### config.mk
export PLATFORM = sky130hd
export DESIGN_NAME = hd44780_bus_writer
export DESIGN_NICKNAME = d
export VERILOG_FILES = /design/src/rtl/hd44780_bus_writer.sv
export SDC_FILE = /design/constraint.sdc
export NUM_CORES = 1
export LEC_CHECK = 0
export CORE_MARGIN = 5
export CORE_UTILIZATION = 60
export CTS_BUF_LIST = sky130_fd_sc_hd__clkbuf_16
export DETAILED_ROUTE_END_ITERATION = 10
export DONT_BUFFER_PORTS = 1
export GPL_TIMING_DRIVEN = 1
export PLACE_DENSITY_LB_ADDON = 0.25
export REMOVE_ABC_BUFFERS = 1
export SETUP_SLACK_MARGIN = 0.5
export SYNTH_ARGS = -nofsm -noshare
export SYNTH_HDL_FRONTEND = slang
export SYNTH_SLANG_ARGS = --single-unit
export TNS_END_PERCENT = 100
### constraint.sdc
create_clock -name i_clk -period 3.1 [get_ports i_clk]
set_clock_uncertainty 0.15 [all_clocks]
set_input_delay 0.62 -clock i_clk [delete_from_list [all_inputs] [get_ports i_clk]]
set_output_delay 0.62 -clock i_clk [all_outputs]
set_load 0.05 [all_outputs]
### src/rtl/hd44780_bus_writer.sv
// HD44780 bus writer: decodes sequencer tokens into LCD bytes, queues them in
// a small FIFO and drives the 8-bit HD44780 bus with the required
// setup, E-high, hold and execution-time spacing.
module hd44780_bus_writer #(
    parameter int SETUP_CYC  = 4,
    parameter int E_HIGH_CYC = 30,
    parameter int HOLD_CYC   = 4,
    parameter int EXEC_CYC   = 4000,
    parameter int CLEAR_CYC  = 160000,
    parameter int FIFO_DEPTH = 4
) (
    input  logic       i_clk,
    input  logic       i_reset_n,
    input  logic       i_ena,
    input  logic       i_trigger,
    input  logic       i_data,
    input  logic [2:0] i_sel,
    input  logic [3:0] i_val,
    output logic       o_lcd_rs,
    output logic       o_lcd_rw,
    output logic       o_lcd_e,
    output logic [7:0] o_lcd_db,
    output logic       o_busy,
    output logic       o_overflow
);

    localparam int MAX_A   = (SETUP_CYC > E_HIGH_CYC) ? SETUP_CYC : E_HIGH_CYC;
    localparam int MAX_B   = (HOLD_CYC > EXEC_CYC) ? HOLD_CYC : EXEC_CYC;
    localparam int MAX_C   = (MAX_A > MAX_B) ? MAX_A : MAX_B;
    localparam int MAX_CYC = (MAX_C > CLEAR_CYC) ? MAX_C : CLEAR_CYC;
    localparam int CNT_W   = $clog2(MAX_CYC + 1);
    localparam int AW      = $clog2(FIFO_DEPTH);

    localparam logic [2:0] S_IDLE  = 3'd0;
    localparam logic [2:0] S_SETUP = 3'd1;
    localparam logic [2:0] S_EHIGH = 3'd2;
    localparam logic [2:0] S_HOLD  = 3'd3;
    localparam logic [2:0] S_EXEC  = 3'd4;

    // Clear-display is the only command with the long execution time.
    localparam logic [8:0] CLEAR_WORD = {1'b0, 8'h01};

    logic [2:0]       state;
    logic [CNT_W-1:0] cnt;
    logic             cur_is_clear;

    logic [8:0]       mem [FIFO_DEPTH];
    logic [AW-1:0]    wr_ptr;
    logic [AW-1:0]    rd_ptr;
    logic [AW:0]      count;

    logic             dec_valid;
    logic [8:0]       dec_word;
    logic             accept;
    logic             full;
    logic             push;
    logic             pop;
    logic [8:0]       head;

    assign o_lcd_rw = 1'b0;

    // Token decode into {rs, byte}; unknown command selectors are discarded.
    // NOTE: every signal written here gets a default first, otherwise a path
    // that skips an assignment would infer a latch.
    always_comb begin
        dec_valid = 1'b0;
        dec_word  = 9'h000;
        if (!i_data) begin
            dec_valid = 1'b1;
            case (i_sel)
                3'b100:  dec_word = {1'b0, 8'h38};
                3'b101:  dec_word = {1'b0, 8'h0C};
                3'b110:  dec_word = {1'b0, 8'h01};
                3'b111:  dec_word = {1'b0, 8'h06};
                3'b000:  dec_word = {1'b0, 4'h8, i_val};
                default: dec_valid = 1'b0;
            endcase
        end else begin
            dec_valid = 1'b1;
            case (i_sel[1:0])
                2'b00:   dec_word = {1'b1, (i_val <= 4'd9) ? (8'h30 + {4'b0, i_val}) : 8'h3F};
                2'b01:   dec_word = {1'b1, i_val[0] ? 8'h20 : 8'h3A};
                2'b11:   dec_word = {1'b1, i_val[0] ? 8'h50 : 8'h41};
                default: dec_word = {1'b1, 8'h4D};
            endcase
        end
    end

    assign accept = i_ena && i_trigger && dec_valid;
    assign full   = (count == (AW + 1)'(FIFO_DEPTH));
    assign pop    = (state == S_IDLE) && (count != '0);
    // A pop in the same cycle frees a slot, so a full FIFO can still accept.
    assign push   = accept && (!full || pop);
    assign head   = mem[rd_ptr];

    // Token FIFO: storage, pointers and occupancy.
    // NOTE: the storage is tiny, so it is reset along with the pointers to
    // keep every flop at a known value after reset.
    always_ff @(posedge i_clk or negedge i_reset_n) begin
        if (!i_reset_n) begin
            for (int i = 0; i < FIFO_DEPTH; i++) mem[i] <= '0;
            wr_ptr <= '0;
            rd_ptr <= '0;
            count  <= '0;
        end else begin
            // NOTE: sequential state uses non-blocking assignments so every
            // flop samples pre-edge values regardless of statement order.
            if (push) begin
                mem[wr_ptr] <= dec_word;
                wr_ptr      <= wr_ptr + 1'b1;
            end
            if (pop) rd_ptr <= rd_ptr + 1'b1;
            case ({push, pop})
                2'b10:   count <= count + 1'b1;
                2'b01:   count <= count - 1'b1;
                default: count <= count;
            endcase
        end
    end

    // Sticky flag for tokens dropped because the FIFO had no room.
    always_ff @(posedge i_clk or negedge i_reset_n) begin
        if (!i_reset_n) o_overflow <= 1'b0;
        else if (accept && !push) o_overflow <= 1'b1;
    end

    // Bus FSM: one down-counter times every phase of a write.
    always_ff @(posedge i_clk or negedge i_reset_n) begin
        if (!i_reset_n) begin
            state        <= S_IDLE;
            cnt          <= '0;
            cur_is_clear <= 1'b0;
            o_lcd_e      <= 1'b0;
            o_lcd_rs     <= 1'b0;
            o_lcd_db     <= 8'h00;
        end else begin
            case (state)
                S_IDLE: begin
                    if (pop) begin
                        o_lcd_rs     <= head[8];
                        o_lcd_db     <= head[7:0];
                        cur_is_clear <= (head == CLEAR_WORD);
                        cnt          <= CNT_W'(SETUP_CYC - 1);
                        state        <= S_SETUP;
                    end
                end
                S_SETUP: begin
                    if (cnt == '0) begin
                        o_lcd_e <= 1'b1;
                        cnt     <= CNT_W'(E_HIGH_CYC - 1);
                        state   <= S_EHIGH;
                    end else cnt <= cnt - 1'b1;
                end
                S_EHIGH: begin
                    if (cnt == '0) begin
                        o_lcd_e <= 1'b0;
                        cnt     <= CNT_W'(HOLD_CYC - 1);
                        state   <= S_HOLD;
                    end else cnt <= cnt - 1'b1;
                end
                S_HOLD: begin
                    if (cnt == '0) begin
                        cnt   <= cur_is_clear ? CNT_W'(CLEAR_CYC - 1) : CNT_W'(EXEC_CYC - 1);
                        state <= S_EXEC;
                    end else cnt <= cnt - 1'b1;
                end
                S_EXEC: begin
                    if (cnt == '0) state <= S_IDLE;
                    else cnt <= cnt - 1'b1;
                end
                default: begin
                    o_lcd_e <= 1'b0;
                    state   <= S_IDLE;
                end
            endcase
        end
    end

    // Registered busy: pending tokens or a write still in progress.
    always_ff @(posedge i_clk or negedge i_reset_n) begin
        if (!i_reset_n) o_busy <= 1'b0;
        else o_busy <= (count != '0) || (state != S_IDLE);
    end

endmodule
### Yosys cells after proc, flatten, opt, wreduce, memory -nomap -nowiden

Index checks and enable logic that the tools add are counted.

* bitwise logic cells: 3
* muxes and demuxes: 31
* equal/unequal tests: 20
* add/subtract/negate cells: 6
* reductions and logical operators: 24
* magnitude comparators: 4

Operator list (number)
* two-way mux 18 bit: 6
* one-hot mux 18 bit (5 select lines): 1
* one-hot mux 8 bit (5 select lines): 1
* bitwise mux 36 bit: 1
* two-way mux 9 bit: 4
* one-hot mux 7 bit (3 select lines): 1
* binary-select mux 9 bit (select 2 bit): 1
* demux 9 bit (select 2 bit): 1
* equality test 3 bit, second input constant: 6
* zero test 18 bit: 1
* subtractor 18 x 1 -> 18 bit, second input constant: 1
* two-way mux 3 bit: 5
* one-hot mux 3 bit (5 select lines): 1
* != test 2 bit, second input constant: 6
* two-way mux 5 bit: 2
* equality test 9 x 1 -> 1 bit, second input constant: 1
* adder 6 x 4 -> 7 bit, first input constant: 1
* two-way mux 7 bit: 1
* equality test 3 x 2 -> 1 bit, second input constant: 2
* greater-or-equal comparator 3 bit, second input constant: 2
* logical AND 1 bit: 6
* zero test 3 bit: 2
* NOT 2 -> 3 bit: 2
* one-hot mux 3 bit (2 select lines): 1
* 22 further kinds: 32

* output and inout bits: 13
* logic and storage cells: 103
* bits in registers: 77
* input port bits: 12

### Logic depth before layout (Yosys ltp)

Gate-level depths: netlist of run 1.

* word-level depth: 8
* depth in mapped cells: 10
* gate-level depth less buffers: 10

### Worst setup path after synthesis of run 1

Ideal clock, no wire load.

* kind: register to register
* start: register state[2]
* end: register count[2]
* cell stages (with the launch flop): 11
* setup time: 0.079 ns
* slack: 0.469 ns
* buffers on the path: 2
* arrival: 2.402 ns
* period minus slack after synthesis: 2.631 ns
* cells stage by stage: dfrtp_1 buf_2 or3_1 nor2_1 buf_2 ha_1 inv_1 fa_1 xor2_1 nor2_1 xor2_1

* longest elaborated chain between the ends: 6
* elaborated cells on any way between the ends: 8

Ends and longest elaborated chain
* start, declared: RTL line 43 `logic [2:0] state;`
* start signal, assigned: RTL line 130 `state <= S_IDLE;`
* start signal, assigned: RTL line 144 `state <= S_SETUP;`
* start signal, assigned: RTL line 151 `state <= S_EHIGH;`
* zero test 3 bit (*): RTL line 91 `assign pop = (state == S_IDLE) && (count != '0);`
* logical AND 1 bit (*): RTL line 91
* named net pop: RTL line 57 `logic pop;`
* logical OR 1 bit: RTL line 93 `assign push = accept && (!full || pop);`
* logical AND 1 bit: RTL line 93
* equality test 2 x 1 -> 1 bit / equality test 2 bit (equally long branches): RTL line 113 `case ({push, pop})`
* one-hot mux 3 bit (2 select lines) / nonzero test 2 bit (equally long branches)
* end signal, assigned: RTL line 114 `2'b10: count <= count + 1'b1;`
* end signal, assigned: RTL line 115 `2'b01: count <= count - 1'b1;`
* end signal, assigned: RTL line 116 `default: count <= count;`
* end, declared: RTL line 50 `logic [AW:0] count;`

The timed path passes the listed nets; every way through them passes the cells marked *.
A chain may end at the register's enable or synchronous reset.

### Worst setup path in the final report of run 1

* start: register cnt[12]
* end: register cnt[5]

* longest elaborated chain between the ends: 3
* elaborated cells on any way between the ends: 7

Ends and longest elaborated chain
* start, declared: RTL line 44 `logic [CNT_W-1:0] cnt;`
* start signal, assigned: RTL line 143 `cnt <= CNT_W'(SETUP_CYC - 1);`
* start signal, assigned: RTL line 150 `cnt <= CNT_W'(E_HIGH_CYC - 1);`
* start signal, assigned: RTL line 152 `end else cnt <= cnt - 1'b1;`
* zero test 18 bit (*)
* two-way mux 18 bit (tied with other cells): RTL line 162 `if (cnt == '0) begin`
* one-hot mux 18 bit (5 select lines) / AND reduction 3 bit (equally long branches)

Every way passes the cells marked *; elsewhere a longest branch is shown, timed or not.

==> flow_summary_export.csv, run 1 <==
group,metric,value,unit
outcome,outcome,"finished clean",
power_and_ir_drop,ir_worst_vdd,0.636,mV
sta,hold_viol,0,
critical_path,cp_num_buf_inv,0,
global_routing,grt_util_met2,38.0,%
floorplan,row_count,29,
critical_path,start_kind,"flip-flop",
route,viasPerCell,6.29,
clock_tree,insertion_delay,0.33,ns
global_routing,grt_overflow,0,
global_routing,use_met1,27.7,%
power_and_ir_drop,p_switching,1.58,mW
clock_tree,tritoncts,"done",
route,drt_wl_total,8.66,mm
sta,fin_crit_sh,80.4,%
critical_path,arrival,2.60,ns
route,drtIter0Drc,143,
logic_synthesis,synth_flop_cell,"dfrtp_1",
critical_path,critPathSlowestCell,"nor3_1",
global_routing,grt_pass1_vias,3034,
critical_path,critPathMaxStageDelay,0.53,ns
power_and_ir_drop,p_clk_share,24.3,%
power_and_ir_drop,powerDensity,953,nW/µm²
logic_synthesis,netlist_area,3990,µm²
logic_synthesis,synth_cells,393,
clock_tree,cts.sinks,77,
sta,grt_setup_unrepaired,"yes",
floorplan,dieArea,8370,µm²
final_layout,final_common_cell,"dfrtp_1",
route,drc,0,
logic_synthesis,ys_types,65,
global_routing,use_met3,3.88,%
critical_path,cp-end-kind,"flip-flop",
run,cap_violations,0,
clock_tree,cts_buffer_depth,2,
clock_tree,cts_root_buffer,"clkbuf_16",
sta,min_period,2.49,ns
route,drtPass1Iterations,5,
global_routing,top_usage_layer,"met2",
floorplan,chipHeight,91.5,µm
route,final_antenna_net_count,0,
global_routing,grt_pass1_wl,14.8,mm
place,post-dp-hpwl,6.00,mm
critical_path,crit_family,"simple AND/OR/NAND/NOR gates",
clock_tree,cts_made_buffers,9,
final_layout,area_growth,10.7,%
min_path,hold_path_class,"in2async",
place,portBuffers,0,
final_layout,layout_common_cells,"dfrtp_1 (75), nand2_1 (51), o21ai_0 (50)",
power_and_ir_drop,seq_power_share,46.3,%
power_and_ir_drop,swShare,37.7,%
sta,tns,0,ns
final_layout,diodes,0,
logic_synthesis,synth_edf_count,0,
route,avgRoutedWirePerCell,18.1,µm
sta,relSlewSlack,60.2,%
floorplan,core_area,6420,µm²
critical_path,critPathMaxFanout,6,
place,gp_congestion,0.818,
clock_tree,clk_pin_slew,0.06,ns
clock_tree,ctsHtreeMaxLevel,3,
power_and_ir_drop,p_int,2.62,mW
power_and_ir_drop,p_comb_share,29.4,%
power_and_ir_drop,leakagePower,1.88,nW
critical_path,crit_type,"reg2reg",
final_layout,utilization,68.7,%
floorplan,die_w,91.5,µm
global_routing,antenna_found_initial,0,
floorplan,pin_count,25,
critical_path,required,3.20,ns
floorplan,initial_core_util,62.1,%
logic_synthesis,synth-seq-cells,77,
final_layout,drive_gt1_share,16.5,%
sta,fmaxAchievable,0.401,GHz
global_routing,grtUsageTotal,22.3,%
logic_synthesis,synthArstFlopShare,100,%
logic_synthesis,yosysWarningCount,0,
critical_path,crit_chain,"nor3_1 -> and4_1 -> nand3_2 -> or3_1 -> o31a_1 -> o21ai_1",
sta,slew_viol_final,0,
final_layout,nNetsFinal,416,
logic_synthesis,avgSynthCellArea,10.1,µm²
sta,worstMarginPinSlew,0.592,ns
route,vias,3006,
global_routing,grt_max_degree,78,
sta,setup_viol,0,
logic_synthesis,ys_seq_area_share,48.3,%
==> registers in the layout, indices dropped and copies added, names as in the netlist, 2 cells and up <==
name and flops:
cnt 18, count 3, mem 36, o_lcd_db 8
rd_ptr 2, state 3, wr_ptr 2
==> routing by layer <==
metal,up-vias,part of all wire (%),wire length (µm)
li1,1418,-,-
met1,1513,43,3700
met2,62,52,4490
met3,13,3.6,312
met4,0,1.8,159
met5,-,0,0
==> through the flow <==
step	area (µm²)	hold slack, ns	setup WS, ns	std cells	power [mW]
finish	4410	0.0216	0.609	478	4.21
global route	4410	0.0462	0.498	478	4.49
CTS	4390	0.0444	0.562	478	4.20
detailed placement	4060	0.177	0.380	461	3.13
global placement	4060	0.177	0.454	461	3.07
floorplan	3900	0.174	0.189	375	2.79
==> worst reg2reg max path, stage by stage (launching register included) <==
cell and delay [ns]:
dfrtp_1 0.43, nor3_1 0.53, and4_1 0.37, nand3_2 0.15, or3_1 0.49, o31a_1 0.17, o21ai_1 0.13
==> power groups by stage <==
| stage | Combinational, mW | Sequential, mW | Clock (mW) |
|---|---|---|---|
| floorplan | 0.925 | 1.86 | 0 |
| global placement | 1.14 | 1.93 | 0 |
| detailed placement | 1.18 | 1.95 | 0 |
| CTS | 1.22 | 1.94 | 1.04 |
| global route | 1.40 | 2.00 | 1.09 |
| finish | 1.24 | 1.95 | 1.02 |
==> synthesized netlist by cell type (3+ instances only) <==
master / instances / area, µm²
dfrtp_1: 77 / 1930
nand2_1: 51 / 191
o21ai_0: 50 / 250
nor2_1: 34 / 128
mux2_2: 17 / 191
a21oi_1: 14 / 70.1
inv_1: 13 / 48.8
buf_2: 9 / 45.0
mux4_2: 9 / 203
nor3_1: 8 / 40.0
ha_1: 7 / 87.6
or3_1: 7 / 43.8
clkbuf_1: 6 / 22.5
nand3_1: 6 / 30.0
o21ai_1: 5 / 25.0
o311ai_0: 5 / 43.8
a31oi_1: 4 / 25.0
nor4_1: 4 / 25.0
xor2_1: 4 / 35.0
a21o_1: 3 / 22.5
o211ai_1: 3 / 22.5
o22a_1: 3 / 26.3
xnor2_1: 3 / 26.3
==> area by class of cell <==
cell class	count	area, µm²
fill	480	2010
multi-input combinational	285	1950
sequential	77	1930
clock buffer	9	225
tap	77	96.3
timing repair buffer	10	95.1
clock inverter	7	67.6
inverter	13	48.8
==> cells by family (layout without fill, tap and decap cells) <==
group / after synthesis / count (layout) / share of synthesized area [%]
DFF: 77 / 77 / 48.3
xor gates and xnor gates: 7 / 7 / 1.54
adders and majority gates: 8 / 8 / 2.70
other: 1 / 1 / 0.0941
and+or+nand+nor: 134 / 134 / 16.7
muxes: 27 / 27 / 10.1
buffers and inverters: 31 / 39 / 3.48
AOI/OAI and AO/OA: 108 / 108 / 17.0
==> worst paths after layout <==
kind	from	endpoint	slack, ns	cells after the start
max in group asynchronous	i_reset_n	state[1]$_DFFE_PN0P_	2.44	1
max reg2reg	cnt[12]$_DFFE_PN0P_	cnt[5]$_DFFE_PN0P_	0.61	6
min	i_reset_n	cnt[4]$_DFFE_PN0P_	0.02	1
min in group i_clk	i_data	mem[8]$_DFFE_PN0P_	0.29	1
max	cnt[12]$_DFFE_PN0P_	cnt[5]$_DFFE_PN0P_	0.61	6
min reg2reg	mem[3]$_DFFE_PN0P_	mem[3]$_DFFE_PN0P_	0.32	2
==> timing repair <==
action	CTS	global route
buffers inserted	0	0
resized for setup	1	5
hold buffers	1	0
setup endpoints to repair	1	4
hold endpoints to repair	77	0
(Power assumes the default switching activity.)
==> inputs of run 2 (changes only) <==
==> constraint.sdc (replaced) <==
create_clock -name i_clk -period 2.4 [get_ports i_clk]
set_clock_uncertainty 0.15 [all_clocks]
set_input_delay 0.48 -clock i_clk [delete_from_list [all_inputs] [get_ports i_clk]]
set_output_delay 0.48 -clock i_clk [all_outputs]
set_load 0.05 [all_outputs]
==> flow_summary_export.csv, run 2 (synthesized netlist as in run 1, its figures left out) <==
group,metric,value,unit
final_layout,drive_gt1_share,44.7,%
place,portBuffers,0,
final_layout,n_fill_cell,263,
floorplan,row_count,29,
outcome,outcome,"finished, violations left",
critical_path,crit_chain,"buf_4 -> o21ai_1 -> a21boi_1 -> o21ai_2 -> buf_6 -> or4_1 -> nand3_1 -> o21ai_1",
run,cap_violations,0,
final_layout,fin_cells,542,
critical_path,crit_type,"reg2reg",
clock_tree,tritoncts,"done",
final_layout,layout_common_cells,"dfrtp_1 (76), buf_4 (42), nor2_1 (30)",
clock_tree,cts_root_buffer,"clkbuf_16",
route,avgRoutedWirePerCell,26.4,µm
power_and_ir_drop,powerDensity,1240,nW/µm²
global_routing,grt_max_degree,78,
floorplan,chipHeight,91.5,µm
floorplan,initial_core_util,62.1,%
critical_path,cp_num_buf_inv,2,
sta,fmaxAchievable,0.414,GHz
clock_tree,cts_buffer_depth,2,
route,final_antenna_net_count,0,
final_layout,nNetsFinal,480,
critical_path,critPathMaxStageDelay,0.50,ns
critical_path,critPathMaxFanout,11,
sta,min_period,2.42,ns
route,vias,3832,
route,drc,0,
global_routing,grt_pass1_vias,3604,
sta,worstMarginPinSlew,0.672,ns
route,drtIter0Drc,415,
critical_path,cp-end-kind,"flip-flop",
critical_path,crit_top_cell,"o21ai_1",
critical_path,required,2.47,ns
power_and_ir_drop,leakagePower,2.34,nW
sta,fin_ws,-0.0173,ns
global_routing,antenna_found_initial,0,
sta,setup_viol,1,
final_layout,final_common_cell,"dfrtp_1",
min_path,hold_path_class,"in2async",
sta,slew_viol_final,0,
floorplan,core_area,6420,µm²
critical_path,crit_family,"compound AO/OA/AOI/OAI gates",
global_routing,grt_pass1_wl,18.6,mm
floorplan,die_w,91.5,µm
sta,grt_setup_unrepaired,"yes",
floorplan,pin_count,25,
sta,hold_viol,77,
power_and_ir_drop,fin_total_pwr,6.85,mW
final_layout,diodes,0,
place,placed_cells,476,
clock_tree,clk_pin_slew,0.08,ns
critical_path,critPathSlowestCell,"or4_1",
final_layout,largest_register,"mem",
critical_path,arrival,2.49,ns
route,drt_wl_total,14.3,mm
global_routing,grtUsageTotal,28.6,%
critical_path,start_kind,"flip-flop",
sta,holdWs,-0.334,ns
final_layout,reg_top3,"mem x36, cnt x18, o_lcd_db x8",
sta,relSlewSlack,55.0,%
route,viasPerCell,7.07,
clock_tree,ctsHtreeMaxLevel,3,
sta,fin_crit_sh,101,%
final_layout,area_growth,38.1,%
place,post-dp-hpwl,6.26,mm
final_layout,largest_register_ffs,36,
clock_tree,insertion_delay,0.35,ns
place,gp_congestion,0.833,
route,drtPass1Iterations,5,
global_routing,grt_overflow,0,
floorplan,dieArea,8370,µm²
clock_tree,cts.sinks,77,
power_and_ir_drop,ir_worst_vdd,1.02,mV
outcome,violations,"hold timing, setup timing",
clock_tree,cts_made_buffers,9,
==> run 2: final timing paths <==
check / to / depth (start not counted) / slack [ns] / from
worst max-delay path: cnt[10]$_DFFE_PN0P_ / 8 / -0.02 / state[1]$_DFFE_PN0P_
worst min-delay path: mem[4]$_DFFE_PN0P_ / 0 / -0.33 / i_reset_n
worst max register to register: cnt[10]$_DFFE_PN0P_ / 8 / -0.02 / state[1]$_DFFE_PN0P_
worst min register to register: mem[21]$_DFFE_PN0P_ / 2 / 0.35 / mem[21]$_DFFE_PN0P_
max in group asynchronous: count[2]$_DFFE_PN0P_ / 0 / 2.30 / i_reset_n
min in group i_clk: mem[35]$_DFFE_PN0P_ / 1 / 0.14 / i_data
==> run 2: worst reg2reg max path: cells and delay by family, from the launching register on <==
kind | cells | cell delay (ns)
buffers and inverters | 2 | 0.34
AND/OR/NAND/NOR | 2 | 0.60
flip-flops | 1 | 0.38
AO/OA/AOI/OAI | 4 | 0.83
==> run 2: layer usage <==
layer / share of wire, % / up-vias / routed length, µm / GRT usage, %
li1: - / 1565 / - / -
met1: 35 / 1861 / 5020 / 32.1
met2: 49 / 294 / 7030 / 51.2
met3: 8.0 / 112 / 1140 / 7.36
met4: 7.8 / 0 / 1120 / 12.3
met5: 0 / - / 0 / 0
==> run 2: metrics by stage <==
step | setup TNS [ns] | instance area [µm²] | worst slack, ns | utilization, %
3_5_place_dp | -0.0267 | 4170 | -0.0267 | 65.0
3_3_place_gp | 0 | 4170 | 0.0472 | 65.0
5_1_grt | -0.0734 | 5510 | -0.0346 | 85.7
4_1_cts | 0 | 5070 | 0.230 | 78.9
2_1_floorplan | -0.854 | 3900 | -0.511 | -
6_report | -0.0173 | 5510 | -0.0173 | 85.7
==> run 2: final cells by class <==
cell class / count / area, µm² / share of cell area (%)
clock buffers: 9 / 225 / 4.09
multi-input cells: 285 / 2390 / 43.4
flip-flops and latches: 77 / 1930 / 35.0
well taps: 77 / 96.3 / 1.75
inverters: 13 / 48.8 / 0.886
clock inverters: 7 / 57.6 / 1.05
repair buffers: 74 / 762 / 13.8
==> run 2: timing repair <==
item                                   4_1_cts  5_1_grt
gates resized for setup                     88      103
pin swaps                                   19       36
setup buffers                               28       18
gates cloned                                 4        0
setup endpoints to repair                   59       60
endpoints found under the hold margin       77       77
==> run 2: power breakdown <==
group	switching [mW]	leakage [nW]	total [mW]	internal, mW
Combinational	1.43	1.23	2.83	1.40
Clock	0.630	0.134	1.35	0.716
Sequential	0.850	0.983	2.67	1.82
